`config.mk`:
```
export PLATFORM = sky130hd
export DESIGN_NAME = keypad_scanner
export DESIGN_NICKNAME = d
export VERILOG_FILES = /design/src/rtl/keypad_pkg.sv /design/src/rtl/keypad_scanner_sync2.sv /design/src/rtl/keypad_scanner.sv
export SDC_FILE = /design/constraint.sdc
export NUM_CORES = 1
export LEC_CHECK = 0
export ABC_CLOCK_PERIOD_IN_PS = 4970
export BUFFER_PORTS_ARGS = -buffer_cell sky130_fd_sc_hd__buf_2
export CAP_MARGIN = 10
export CORE_ASPECT_RATIO = 1.2
export CORE_MARGIN = 2
export CORE_UTILIZATION = 30
export CTS_CLUSTER_DIAMETER = 60
export DETAILED_ROUTE_END_ITERATION = 8
export GPL_TIMING_DRIVEN = 0
export PLACE_DENSITY = 0.52
export SYNTH_ARGS = -nofsm -noshare
export SYNTH_HDL_FRONTEND = slang
export SYNTH_HIERARCHICAL = 1
export SYNTH_SLANG_ARGS = --single-unit
```
`constraint.sdc`:
```
create_clock -name clk -period 4.97 [get_ports clk]
set_clock_uncertainty 0.1 [all_clocks]
set_input_delay 0.497 -clock clk [delete_from_list [all_inputs] [get_ports clk]]
set_output_delay 0.497 -clock clk [all_outputs]
set_load 0.01 [all_outputs]
```
`src/rtl/keypad_pkg.sv`:
```
// Shared types and helpers for the 4x4 keypad scanner.
// State encoding, key map and active-low row decoding.
package keypad_pkg;

    typedef enum logic [1:0] {
        SCAN,
        DB_PRESS,
        HELD,
        DB_RELEASE
    } scan_state_t;

    localparam int NUM_ROWS = 4;
    localparam int NUM_COLS = 4;

    // Map a (row, column) position to the legend printed on the key.
    function automatic logic [3:0] key_decode(
        input logic [1:0] row_idx,
        input logic [1:0] col_idx
    );
        logic [3:0] code;
        code = 4'h0;
        case ({row_idx, col_idx})
            4'h0: code = 4'h1;
            4'h1: code = 4'h2;
            4'h2: code = 4'h3;
            4'h3: code = 4'hA;
            4'h4: code = 4'h4;
            4'h5: code = 4'h5;
            4'h6: code = 4'h6;
            4'h7: code = 4'hB;
            4'h8: code = 4'h7;
            4'h9: code = 4'h8;
            4'hA: code = 4'h9;
            4'hB: code = 4'hC;
            4'hC: code = 4'hE;
            4'hD: code = 4'h0;
            4'hE: code = 4'hF;
            4'hF: code = 4'hD;
            default: code = 4'h0;
        endcase
        return code;
    endfunction

    // True when exactly one active-low row is asserted.
    function automatic logic single_low(input logic [3:0] v);
        return (v == 4'b1110) || (v == 4'b1101) ||
               (v == 4'b1011) || (v == 4'b0111);
    endfunction

    // Index of the lowest asserted (low) row; only meaningful
    // when single_low() holds.
    function automatic logic [1:0] low_index(input logic [3:0] v);
        logic [1:0] idx;
        idx = 2'd0;
        if (!v[0])      idx = 2'd0;
        else if (!v[1]) idx = 2'd1;
        else if (!v[2]) idx = 2'd2;
        else if (!v[3]) idx = 2'd3;
        return idx;
    endfunction

endpackage

```
`src/rtl/keypad_scanner_sync2.sv`:
```
// Two-flop synchronizer for asynchronous inputs.
// Resets to all ones so idle pulled-up lines read inactive.
module sync2 #(
    parameter int WIDTH = 4
) (
    input  logic             clk,
    input  logic             reset,
    input  logic [WIDTH-1:0] d,
    output logic [WIDTH-1:0] q
);

    logic [WIDTH-1:0] meta_d, meta_q;
    logic [WIDTH-1:0] sync_d, sync_q;

    // Next values: plain two-stage shift.
    always_comb begin
        meta_d = d;
        sync_d = meta_q;
    end

    // Synchronizer flops, preset to idle-high on reset.
    always_ff @(posedge clk or posedge reset) begin
        if (reset) begin
            meta_q <= '1;
            sync_q <= '1;
        end else begin
            meta_q <= meta_d;
            sync_q <= sync_d;
        end
    end

    assign q = sync_q;

endmodule

```
`src/rtl/keypad_scanner.sv`:
```
// 4x4 matrix keypad scanner with press/release debounce.
// Emits one validated hex code per press and a two-digit history.
module keypad_scanner
    import keypad_pkg::*;
#(
    parameter int SCAN_DIV        = 48000,
    parameter int DEBOUNCE_CYCLES = 960000
) (
    input  logic       clk,
    input  logic       reset,
    input  logic [3:0] rows,
    output logic [3:0] cols,
    output logic [3:0] key_code,
    output logic       key_valid,
    output logic       key_held,
    output logic [3:0] digit_new,
    output logic [3:0] digit_old
);

    localparam int DW = $clog2(SCAN_DIV);
    localparam int BW = $clog2(DEBOUNCE_CYCLES);
    localparam logic [DW-1:0] DWELL_LAST = DW'(SCAN_DIV - 1);
    localparam logic [BW-1:0] DB_LAST    = BW'(DEBOUNCE_CYCLES - 1);

    logic [3:0] rows_s;

    scan_state_t    state_d, state_q;
    logic [1:0]     col_d, col_q;
    logic [1:0]     row_idx_d, row_idx_q;
    logic [DW-1:0]  dwell_d, dwell_q;
    logic [BW-1:0]  db_d, db_q;
    logic [3:0]     key_code_d, key_code_q;
    logic           key_valid_d, key_valid_q;
    logic           key_held_d, key_held_q;
    logic [3:0]     digit_new_d, digit_new_q;
    logic [3:0]     digit_old_d, digit_old_q;

    logic           row_low;
    logic [3:0]     hit_code;

    sync2 #(
        .WIDTH (4)
    ) u_sync (
        .clk   (clk),
        .reset (reset),
        .d     (rows),
        .q     (rows_s)
    );

    assign row_low  = ~rows_s[row_idx_q];
    assign hit_code = key_decode(row_idx_q, col_q);

    // Drive the current column low, all others released.
    always_comb begin
        cols = 4'b1111;
        cols[col_q] = 1'b0;
    end

    // Scan/debounce sequencing and output updates.
    always_comb begin
        state_d     = state_q;
        col_d       = col_q;
        row_idx_d   = row_idx_q;
        dwell_d     = dwell_q;
        db_d        = db_q;
        key_code_d  = key_code_q;
        key_valid_d = 1'b0;
        key_held_d  = key_held_q;
        digit_new_d = digit_new_q;
        digit_old_d = digit_old_q;

        unique case (state_q)
            SCAN: begin
                if (dwell_q == DWELL_LAST) begin
                    dwell_d = '0;
                    if (single_low(rows_s)) begin
                        row_idx_d = low_index(rows_s);
                        db_d      = '0;
                        state_d   = DB_PRESS;
                    end else begin
                        col_d = col_q + 2'd1;
                    end
                end else begin
                    dwell_d = dwell_q + DW'(1);
                end
            end
            DB_PRESS: begin
                if (db_q == DB_LAST) begin
                    db_d    = '0;
                    dwell_d = '0;
                    if (row_low) begin
                        key_valid_d = 1'b1;
                        key_held_d  = 1'b1;
                        key_code_d  = hit_code;
                        digit_old_d = digit_new_q;
                        digit_new_d = hit_code;
                        state_d     = HELD;
                    end else begin
                        col_d   = col_q + 2'd1;
                        state_d = SCAN;
                    end
                end else begin
                    db_d = db_q + BW'(1);
                end
            end
            HELD: begin
                if (!row_low) begin
                    db_d    = '0;
                    state_d = DB_RELEASE;
                end
            end
            DB_RELEASE: begin
                if (db_q == DB_LAST) begin
                    db_d = '0;
                    if (!row_low) begin
                        dwell_d    = '0;
                        col_d      = col_q + 2'd1;
                        key_held_d = 1'b0;
                        state_d    = SCAN;
                    end else begin
                        state_d = HELD;
                    end
                end else begin
                    db_d = db_q + BW'(1);
                end
            end
            default: begin
                state_d = SCAN;
            end
        endcase
    end

    // State and output registers; reset forces a fresh scan at column 0.
    always_ff @(posedge clk or posedge reset) begin
        if (reset) begin
            state_q     <= SCAN;
            col_q       <= 2'd0;
            row_idx_q   <= 2'd0;
            dwell_q     <= '0;
            db_q        <= '0;
            key_code_q  <= 4'h0;
            key_valid_q <= 1'b0;
            key_held_q  <= 1'b0;
            digit_new_q <= 4'h0;
            digit_old_q <= 4'h0;
        end else begin
            state_q     <= state_d;
            col_q       <= col_d;
            row_idx_q   <= row_idx_d;
            dwell_q     <= dwell_d;
            db_q        <= db_d;
            key_code_q  <= key_code_d;
            key_valid_q <= key_valid_d;
            key_held_q  <= key_held_d;
            digit_new_q <= digit_new_d;
            digit_old_q <= digit_old_d;
        end
    end

    assign key_code  = key_code_q;
    assign key_valid = key_valid_q;
    assign key_held  = key_held_q;
    assign digit_new = digit_new_q;
    assign digit_old = digit_old_q;

endmodule

```
======== Word-level counts from Yosys, hierarchy flattened ========
Memories as Yosys holds them, arrays and structs flattened. A register that Yosys moved wholly into a read port is not among the register bits.
Index checks and enable logic that the tools add are counted.
cells by class
  equality and inequality tests ........... 19
  mux-type cells .......................... 37
  bitwise gates (word level) .............. 2
  add/subtract/negate cells ............... 3
  reductions and logical operators ........ 16
  order comparisons ....................... 3
operator list
  operator                                                    count
  two-way mux 20 bit                                          4
  two-way mux 16 bit                                          4
  case mux 20 bit (3 select lines)                            1
  case mux 16 bit (3 select lines)                            1
  two-way mux 2 bit                                           13
  adder 20 x 1 -> 20 bit, second input constant               1
  equality test 20 bit, second input constant                 1
  adder 16 x 1 -> 16 bit, second input constant               1
  equality test 16 bit, second input constant                 1
  != test 2 bit, second input constant                        8
  equality test 4 bit, second input constant                  3
  AND reduction 5 bit                                         2
  two-way mux 1 bit                                           9
  AND reduction 3 bit                                         3
  AND reduction 4 bit                                         2
  less-than comparator 2 x 3 -> 1 bit, second input constant  2
  case mux 2 bit (3 select lines)                             1
  equality test 2 bit, second input constant                  2
  equality test 4 x 3 -> 1 bit, second input constant         1
  != test 2 x 1 -> 1 bit, second input constant               2
  inverter 4 bit                                              1
  case mux 2 bit (2 select lines)                             1
  nonzero test 2 bit                                          2
  logical OR 1 bit                                            3
  11 further kinds                                            11
storage, ports and cells
  bits in registers ....................... 56
  bits of input ports ..................... 6
  output and inout port bits .............. 18
  memories ................................ 1
  ROM bits ................................ 64
memory list
  memory            depth  bits a word  read ports  clocked after Yosys merged registers in  write ports  line              RTL
  (name not given)  16     4            1           1                                        0            keypad_pkg.sv:22  case ({row_idx, col_idx})

======== Depth between registers and ports, before layout ========
Gate-level depths: netlist of run 1.
  word-level depth ........................ 7
  depth in mapped cells ................... 7
  mapped depth without buffers ............ 6

======== By module ========
The synthesis of run 1 kept the hierarchy.
modules (own cells, without submodules)
  module          area an instance (µm²)  instances  sequential area each (µm²)  cells each
  keypad_scanner  3,109.2                 1          1,301.2                     323
  sync2           214.0                   1          210.2                       9

======== Worst setup path before layout of run 1 ========
No wires, ideal clock.
  path type ............................... reg2reg
  start ................................... reg db_q[11]
  end ..................................... reg digit_new_q[0] (netlist: digit_new[0])
  arrival ................................. 2,192 ps
  library setup time ...................... 125 ps
  stages on the path, launching flop included .. 8
  path slack .............................. 2,553 ps
  clock period less this slack ............ 2,417 ps
  buffers on the path ..................... 2
  data required time ...................... 4,745 ps
  cell sequence ........................... dfrtp_1 buf_2 or3b_2 nor4_2 and3_1 buf_2 nor3b_4 mux2_2
on the way
  longest elaborated chain between the ends .. 2
ends and longest elaborated chain
  what                           line                   RTL
  start: declaration             keypad_scanner.sv:31   logic [BW-1:0] db_d, db_q;
  start signal: assignment       keypad_scanner.sv:140  db_q <= '0;
  start signal: assignment       keypad_scanner.sv:151  db_q <= db_d;
  equality test 20 bit           keypad_scanner.sv:88   if (db_q == DB_LAST) begin
  AND reduction 3 bit (no line)  -
  end signal: assignment         keypad_scanner.sv:155  digit_new_q <= digit_new_d;
  end: declaration               keypad_scanner.sv:35   logic [3:0] digit_new_d, digit_new_q;
Every way passes these cells.
A chain may end at the register's enable or synchronous reset.

======== Worst setup path after layout of run 1 ========
  start ................................... reg dwell_q[10]
  end ..................................... reg dwell_q[13]
on the way
  longest elaborated chain between the ends .. 3
  elaborated cells on any way between the ends .. 4
ends and longest elaborated chain
  what                                                                   line                                        RTL
  start: declaration                                                     keypad_scanner.sv:30                        logic [DW-1:0] dwell_d, dwell_q;
  start signal: assignment                                               keypad_scanner.sv:150                       dwell_q <= dwell_d;
  adder 16 x 1 -> 16 bit / equality test 16 bit (equally long branches)  keypad_scanner.sv:84, keypad_scanner.sv:74
  two-way mux 16 bit (*)                                                 keypad_scanner.sv:74                        if (dwell_q == DWELL_LAST) begin
  case mux 16 bit (3 select lines) (*)                                   keypad_scanner.sv:72                        unique case (state_q)
Mark *: on every way between the ends. The rest lies on a longest branch, timed or not.

==> results.py, run 1 <==
metrics = {
    "sta": {
        "setup_tns_ps": 0,
        "finalSetupViolCount": 0,
        "tightest_slew_ps": 721.0,
        "relSlewSlack": 0.5183,
        "rsz0062_at_grt": "no",
        "finalCritPeriodShare": 0.5508,
        "whs_ps": 167.4,
        "fmax_mhz": 365.3,
        "drv_slew": 0,
        "finalHoldViolations": 0,
        "min_period_ps": 2738,
    },
    "worst_setup_path": {
        "crit_path_cell_trace": "or4b_4 -> nor4_4 -> a21boi_1 -> clkbuf_1 -> a221o_1",
        "arrival_ps": 2840,
        "criticalPathCategory": "flip-flop to flip-flop",
        "cp.required_ps": 5080,
        "critical_path.startpoint_type": "flip-flop",
        "end_kind": "flip-flop",
        "critPathSlowestCell": "or4b_4",
        "max_stage_delay_ps": 560,
        "cp_max_fo": 10,
    },
    "placed_design": {
        "gp_congestion": 0.7803,
        "hpwlAfterDp_um": 5356,
        "placed_area_um2": 3631,
        "numPortBuffers": 23,
    },
    "synthesis": {
        "ys_types": 52,
        "ys_seq_area_frac": 0.4548,
        "syn_inst": 332,
        "syn_area_um2": 3323,
        "ys_warn_count": 6,
        "avgSynthCellArea_um2": 10.01,
        "async_flop_share": 1.000,
        "synth_edf_count": 0,
        "synth-main-ff-cell": "dfrtp_1",
        "synth_seq_cells": 60,
        "synth_fp_nets": 346,
    },
    "pwr": {
        "p_comb_frac": 0.018,
        "ir_drop_mv": 0.1429,
        "switchingPower_uw": 225.7,
        "p_clk_frac": 0.577,
        "p_int_mw": 1.003,
        "swShare": 0.1838,
        "p_leak_nw": 1.878,
        "p_per_area_nw_per_um2": 309.1,
        "seqPwrFrac": 0.405,
    },
    "detailed_routing": {
        "ant_nets": 0,
        "drtIter0Drc": 153,
        "wl_um": 7623,
        "num_vias": 2648,
        "drc": 0,
        "wl_per_cell_um": 15.13,
        "vias_per_cell": 5.254,
        "first_pass_iters": 4,
    },
    "cts": {
        "cts_tree": "yes",
        "postCtsSetupBuffers": 0,
        "clkTransAtPathRegs_ps": 50,
        "h-tree-depth": 3,
        "numCtsBuffers": 9,
        "cts-root-buf": "clkbuf_16",
        "clock_path_buffers": 2,
        "insertion_delay_ps": 330,
        "postCtsHoldBufs": 0,
        "clock_sink_count": 60,
        "ctsResizeCount": 0,
    },
    "grt": {
        "grt_max_degree": 32,
        "grt_pass1_vias": 2624,
        "gr-total-overflow": 0,
        "grt_pass1_wl_um": 12990,
        "grt.total_usage": 0.1378,
        "antenna_found_initial": 0,
    },
    "layout": {
        "final_area_um2": 3974,
        "final_net_count": 381,
        "n_fill_cell": 1101,
        "syn_to_final_growth_pct": 19.58,
        "drive_gt1_frac": 0.2097,
        "diodes": 0,
        "utilization": 0.3636,
    },
    "floorplan": {
        "rows": 42,
        "dieArea_um2": 11940,
        "io-pin-count": 24,
        "die_h_um": 119.3,
        "core_um2": 10930,
        "initial_utilization": 0.3040,
        "die_width_um": 100.1,
    },
    "job": {
        "drv_cap": 0,
    },
    "run_status": {
        "status": "completed",
    },
    "min_path": {
        "min_path_type": "input pin to flip-flop",
    },
}
==> path summary, 6_finish.rpt <==
path	startpoint	to	slack, ps	depth (start not counted)
min in group asynchronous	reset	db_q[18]	200	2
setup / recovery	dwell_q[10]	dwell_q[13]	2230	5
hold reg to reg	u_sync/meta_q[0]	u_sync/q[0]	250	0
max in group asynchronous	reset	digit_old[0]	4010	3
setup reg to reg	dwell_q[10]	dwell_q[13]	2230	5
hold / removal	rows[1]	u_sync/meta_q[1]	170	1
==> power groups by stage <==
stage / Sequential [mW] / Clock [mW] / Combinational (mW)
after floorplan: 0.505 / 0 / 0.0139
after global placement: 0.505 / 0 / 0.0204
after detailed placement: 0.505 / 0 / 0.0234
after CTS: 0.497 / 0.728 / 0.0233
after global routing: 0.497 / 0.747 / 0.0259
final: 0.497 / 0.709 / 0.0220
==> logic make-up (layout without fill, tap and decap cells) <==
group / Yosys count / in the layout / share of synthesized area
flops: 60 / 60 / 0.4548
compound gates: 73 / 73 / 0.1630
simple gates: 131 / 131 / 0.2206
fa+ha+maj: 8 / 8 / 0.03012
xor+xnor: 2 / 2 / 0.005272
mux: 22 / 22 / 0.07756
buf+inv: 36 / 76 / 0.04857
==> routing by layer <==
| layer | share of wire | vias to the layer above | global-route usage |
|---|---|---|---|
| li1 | - | 1301 | - |
| met1 | 0.45 | 1284 | 0.1727 |
| met2 | 0.49 | 50 | 0.2302 |
| met3 | 0.034 | 13 | 0.01995 |
| met4 | 0.022 | 0 | 0.06849 |
| met5 | 0 | - | 0 |
==> through the flow <==
stage / setup slack, ps / std cells / total power [mW]
floorplan: 2553 / 332 / 0.5186
global placement: 2219 / 487 / 0.5254
detailed placement: 2246 / 488 / 0.5285
CTS: 2227 / 504 / 1.249
global route: 2091 / 504 / 1.270
finish: 2232 / 504 / 1.228
==> state kept, by name, summed over array words and instances (netlist names), named ones only <==
name           flops
digit_new          4
dwell_q           16
u_sync/meta_q      4
key_valid          1
row_idx_q          2
key_held           1
db_q              20
u_sync/q           4
digit_old          4
col_q              2
state_q            1
==> layout make-up <==
cell class | instances | area, um^2 | area share
Clock buffer | 11 | 242.7 | 0.06108
Timing Repair Buffer | 24 | 142.6 | 0.03589
Buffer | 20 | 101.3 | 0.02550
Multi-Input combinational cell | 236 | 1650 | 0.4153
Inverter | 16 | 60.06 | 0.01511
Clock inverter | 5 | 100.1 | 0.02519
Sequential cell | 60 | 1511 | 0.3804
Tap cell | 132 | 165.2 | 0.04156
==> cells in the mapped netlist (2+ instances only) <==
cell type,count,share of area
and3_1,15,0.028
nand3_1,23,0.035
nor4_1,5,0.0094
mux2_2,10,0.034
dfrtp_1,52,0.39
buf_2,3,0.0045
xnor2_1,2,0.0053
dfstp_2,8,0.063
a21oi_1,11,0.017
a211o_1,4,0.011
nor3b_1,3,0.0068
nand4_1,9,0.017
mux2i_1,10,0.030
clkbuf_1,12,0.014
buf_4,4,0.0090
a22o_1,7,0.018
or3_1,3,0.0056
mux4_2,2,0.014
o21ai_0,11,0.017
o21a_1,4,0.0090
a31oi_1,5,0.0094
a21boi_1,3,0.0068
or2_2,2,0.0038
a221o_1,12,0.036
nor3_1,7,0.011
inv_1,16,0.018
o31ai_1,2,0.0045
a22oi_1,2,0.0045
ha_1,8,0.030
a211oi_1,3,0.0068
nand2_1,23,0.026
nor2_1,28,0.032
o2bb2ai_1,4,0.011
==> worst max-delay path: cells and delay by family, from the launching register on <==
family | cells | cell delay, ps
flip-flops | 1 | 460
AND/OR/NAND/NOR | 2 | 1040
AO/OA/AOI/OAI | 2 | 690
buffers and inverters | 1 | 330
==> cells in the final DEF (no fill, tap or decap), types with 2 or more instances in the layout <==
| cell | n |
|---|---|
| nand3_1 | 23 |
| a221o_1 | 12 |
| a31oi_1 | 5 |
| nor4_1 | 5 |
| nor3b_1 | 3 |
| dfstp_2 | 8 |
| a22o_1 | 7 |
| dfrtp_1 | 52 |
| or3_1 | 3 |
| xnor2_1 | 2 |
| o31ai_1 | 2 |
| ha_1 | 8 |
| mux4_2 | 2 |
| nand4_1 | 9 |
| inv_1 | 15 |
| nor2_1 | 28 |
| a22oi_1 | 2 |
| o21ai_0 | 11 |
| nor3_1 | 7 |
| clkbuf_1 | 13 |
| buf_4 | 4 |
| a211oi_1 | 3 |
| mux2i_1 | 10 |
| clkbuf_16 | 9 |
| a21boi_1 | 3 |
| a21oi_1 | 11 |
| buf_2 | 26 |
| clkinv_2 | 2 |
| o2bb2ai_1 | 4 |
| mux2_2 | 10 |
| bufinv_16 | 3 |
| a211o_1 | 4 |
| or2_2 | 2 |
| o21a_1 | 4 |
| nand2_1 | 23 |
| and3_1 | 15 |
(Power assumes the default switching activity.)
==> inputs of run 2 (changes only) <==
--- a/config.mk
+++ b/config.mk
@@ -5,7 +5,7 @@
 export SDC_FILE = /design/constraint.sdc
 export NUM_CORES = 1
 export LEC_CHECK = 0
-export ABC_CLOCK_PERIOD_IN_PS = 4970
+export ABC_CLOCK_PERIOD_IN_PS = 2200
 export BUFFER_PORTS_ARGS = -buffer_cell sky130_fd_sc_hd__buf_2
 export CAP_MARGIN = 10
 export CORE_ASPECT_RATIO = 1.2
@@ -14,7 +14,7 @@
 export CTS_CLUSTER_DIAMETER = 60
 export DETAILED_ROUTE_END_ITERATION = 8
 export GPL_TIMING_DRIVEN = 0
-export PLACE_DENSITY = 0.52
+export PLACE_DENSITY = 0.54
 export SYNTH_ARGS = -nofsm -noshare
 export SYNTH_HDL_FRONTEND = slang
 export SYNTH_HIERARCHICAL = 1
==> constraint.sdc (replaced) <==
create_clock -name clk -period 2.2 [get_ports clk]
set_clock_uncertainty 0.1 [all_clocks]
set_input_delay 0.22 -clock clk [delete_from_list [all_inputs] [get_ports clk]]
set_output_delay 0.22 -clock clk [all_outputs]
set_load 0.01 [all_outputs]
==> results.py, run 2 (synthesis gave the netlist of run 1 again) <==
metrics = {
    "run_status": {
        "status": "finished, violations left",
        "violations": "negative setup slack",
    },
    "cts": {
        "clock_sink_count": 60,
        "numCtsBuffers": 9,
        "clkTransAtPathRegs_ps": 50,
        "insertion_delay_ps": 340,
        "clock_path_buffers": 2,
        "cts_tree": "yes",
        "cts-root-buf": "clkbuf_16",
        "h-tree-depth": 3,
    },
    "detailed_routing": {
        "first_pass_iters": 5,
        "wl_um": 8026,
        "wl_per_cell_um": 14.97,
        "num_vias": 2877,
        "ant_nets": 0,
        "drc": 0,
        "drtIter0Drc": 116,
        "vias_per_cell": 5.368,
    },
    "grt": {
        "grt_pass1_wl_um": 12920,
        "antenna_found_initial": 0,
        "grt_pass1_vias": 2708,
        "grt.total_usage": 0.1380,
        "gr-total-overflow": 0,
        "grt_max_degree": 30,
    },
    "layout": {
        "reg_top3": "db_q (20), dwell_q (16)",
        "utilization": 0.4077,
        "n_fill_cell": 1042,
        "mostFrequentLayoutCells": "dfrtp_1 (48), nor2_1 (28), buf_4 (27)",
        "drive_gt1_frac": 0.3391,
        "diodes": 0,
        "final_area_um2": 4457,
        "multiInputGateArea_um2": 1828,
        "final_net_count": 413,
        "final_common_cell": "dfrtp_1",
        "syn_to_final_growth_pct": 34.11,
        "regArea_um2": 1516,
        "final_cells": 536,
        "largest_reg_flops": 20,
        "regMostFlops": "db_q",
    },
    "worst_setup_path": {
        "critical_path.startpoint_type": "flip-flop",
        "crit_buf_inv": 2,
        "cpMostUsedCell": "buf_4",
        "end_kind": "flip-flop",
        "crit_path_cell_trace": "or4b_4 -> nor4_4 -> buf_4 -> nand4b_4 -> buf_4 -> a22o_1 -> mux2_2",
        "cp.required_ps": 2320,
        "worst_r2r_startpoint": "dwell_q[10]",
        "critPathSlowestCell": "or4b_4",
        "r2r-end": "db_q[12]",
        "rr_worst_depth": 7,
        "max_stage_delay_ps": 550,
        "criticalPathCategory": "flip-flop to flip-flop",
        "r2r_setup_slack_ps": -130,
        "cp_max_fo": 5,
        "arrival_ps": 2440,
        "cpLargestDelayFamily": "simple AND/OR/NAND/NOR gates",
    },
    "floorplan": {
        "core_um2": 10930,
        "die_h_um": 119.3,
        "die_width_um": 100.1,
        "io-pin-count": 24,
        "dieArea_um2": 11940,
        "rows": 42,
        "initial_utilization": 0.3040,
    },
    "job": {
        "drv_cap": 0,
    },
    "sta": {
        "drv_slew": 0,
        "finalCritPeriodShare": 1.057,
        "rsz0062_at_grt": "yes",
        "setup_ws_ps": -125.3,
        "fmax_mhz": 430.0,
        "finalSetupViolCount": 25,
        "finalHoldViolations": 0,
        "setup_tns_ps": -1391,
        "tightest_slew_ps": 600.5,
        "min_period_ps": 2325,
        "whs_ps": 253.5,
        "relSlewSlack": 0.5997,
    },
    "placed_design": {
        "hpwlAfterDp_um": 5099,
        "placed_area_um2": 3664,
        "placed_cells": 488,
        "gp_congestion": 0.8324,
        "place_worst_setup_slack_ps": -503.3,
        "numPortBuffers": 23,
    },
    "min_path": {
        "min_to": "u_sync/q[3]",
        "hold_depth": 0,
        "min_from": "u_sync/meta_q[3]",
        "min_path_type": "flip-flop to flip-flop",
    },
    "pwr": {
        "ir_drop_mv": 0.3015,
        "power_mw": 2.477,
        "p_leak_nw": 2.087,
        "p_per_area_nw_per_um2": 555.8,
    },
}
-- run 2: changes by cell type in the layout (fill, tap and decap cells not counted), moves of 4 or more --
| cell | previous run | this run |
|---|---|---|
| dfrtp_1 | 52 | 48 |
| buf_6 | 1 | 8 |
| mux2_4 | 0 | 6 |
| dfrtp_2 | 0 | 4 |
| buf_4 | 4 | 27 |
| mux2_2 | 10 | 4 |
| dlygate4sd3_1 | 0 | 5 |
| clkbuf_1 | 13 | 4 |
-- run 2: area by class of cell --
class | count | share of cell area
tap | 132 | 0.03706
buffer | 14 | 0.02835
inverter | 16 | 0.01348
clock inverter | 5 | 0.006176
sequential | 60 | 0.3403
multi-input combinational | 237 | 0.4102
timing repair buffer | 61 | 0.1101
clock buffer | 11 | 0.05446
-- run 2: layer usage --
metal	track usage	vias to the layer above	wire, um
li1	-	1373	-
met1	0.1633	1419	3520
met2	0.2369	69	4081
met3	0.01819	16	216
met4	0.07962	0	209
met5	0	-	0
-- run 2: power by group --
part           internal (mW)  switching [mW]  leakage, nW
Sequential              1.12         0.00767        0.790
Combinational         0.0205          0.0349         1.16
Clock                  0.783           0.512        0.135
Total                   1.92           0.555         2.09
-- run 2: what timing repair did --
action,in CTS,in global routing
setup endpoints to repair,48,48
endpoints found under the hold margin,35,0
pin swaps,18,21
hold buffers,5,0
cloned,3,0
setup buffers,20,11
gates resized for setup,41,17
-- run 2: worst max path at each step --
| stage | start | to | depth (start not counted) |
|---|---|---|---|
| 4_1_cts | dwell_q[10] | db_q[14] | 7 |
| 3_5_place_dp | db_q[0] | digit_old[1] | 7 |
| 3_3_place_gp | dwell_q[10] | dwell_q[13] | 5 |
| 5_1_grt | dwell_q[10] | col_q[1] | 6 |
| 6_report | dwell_q[10] | db_q[12] | 7 |
| 2_1_floorplan | dwell_q[10] | db_q[8] | 6 |
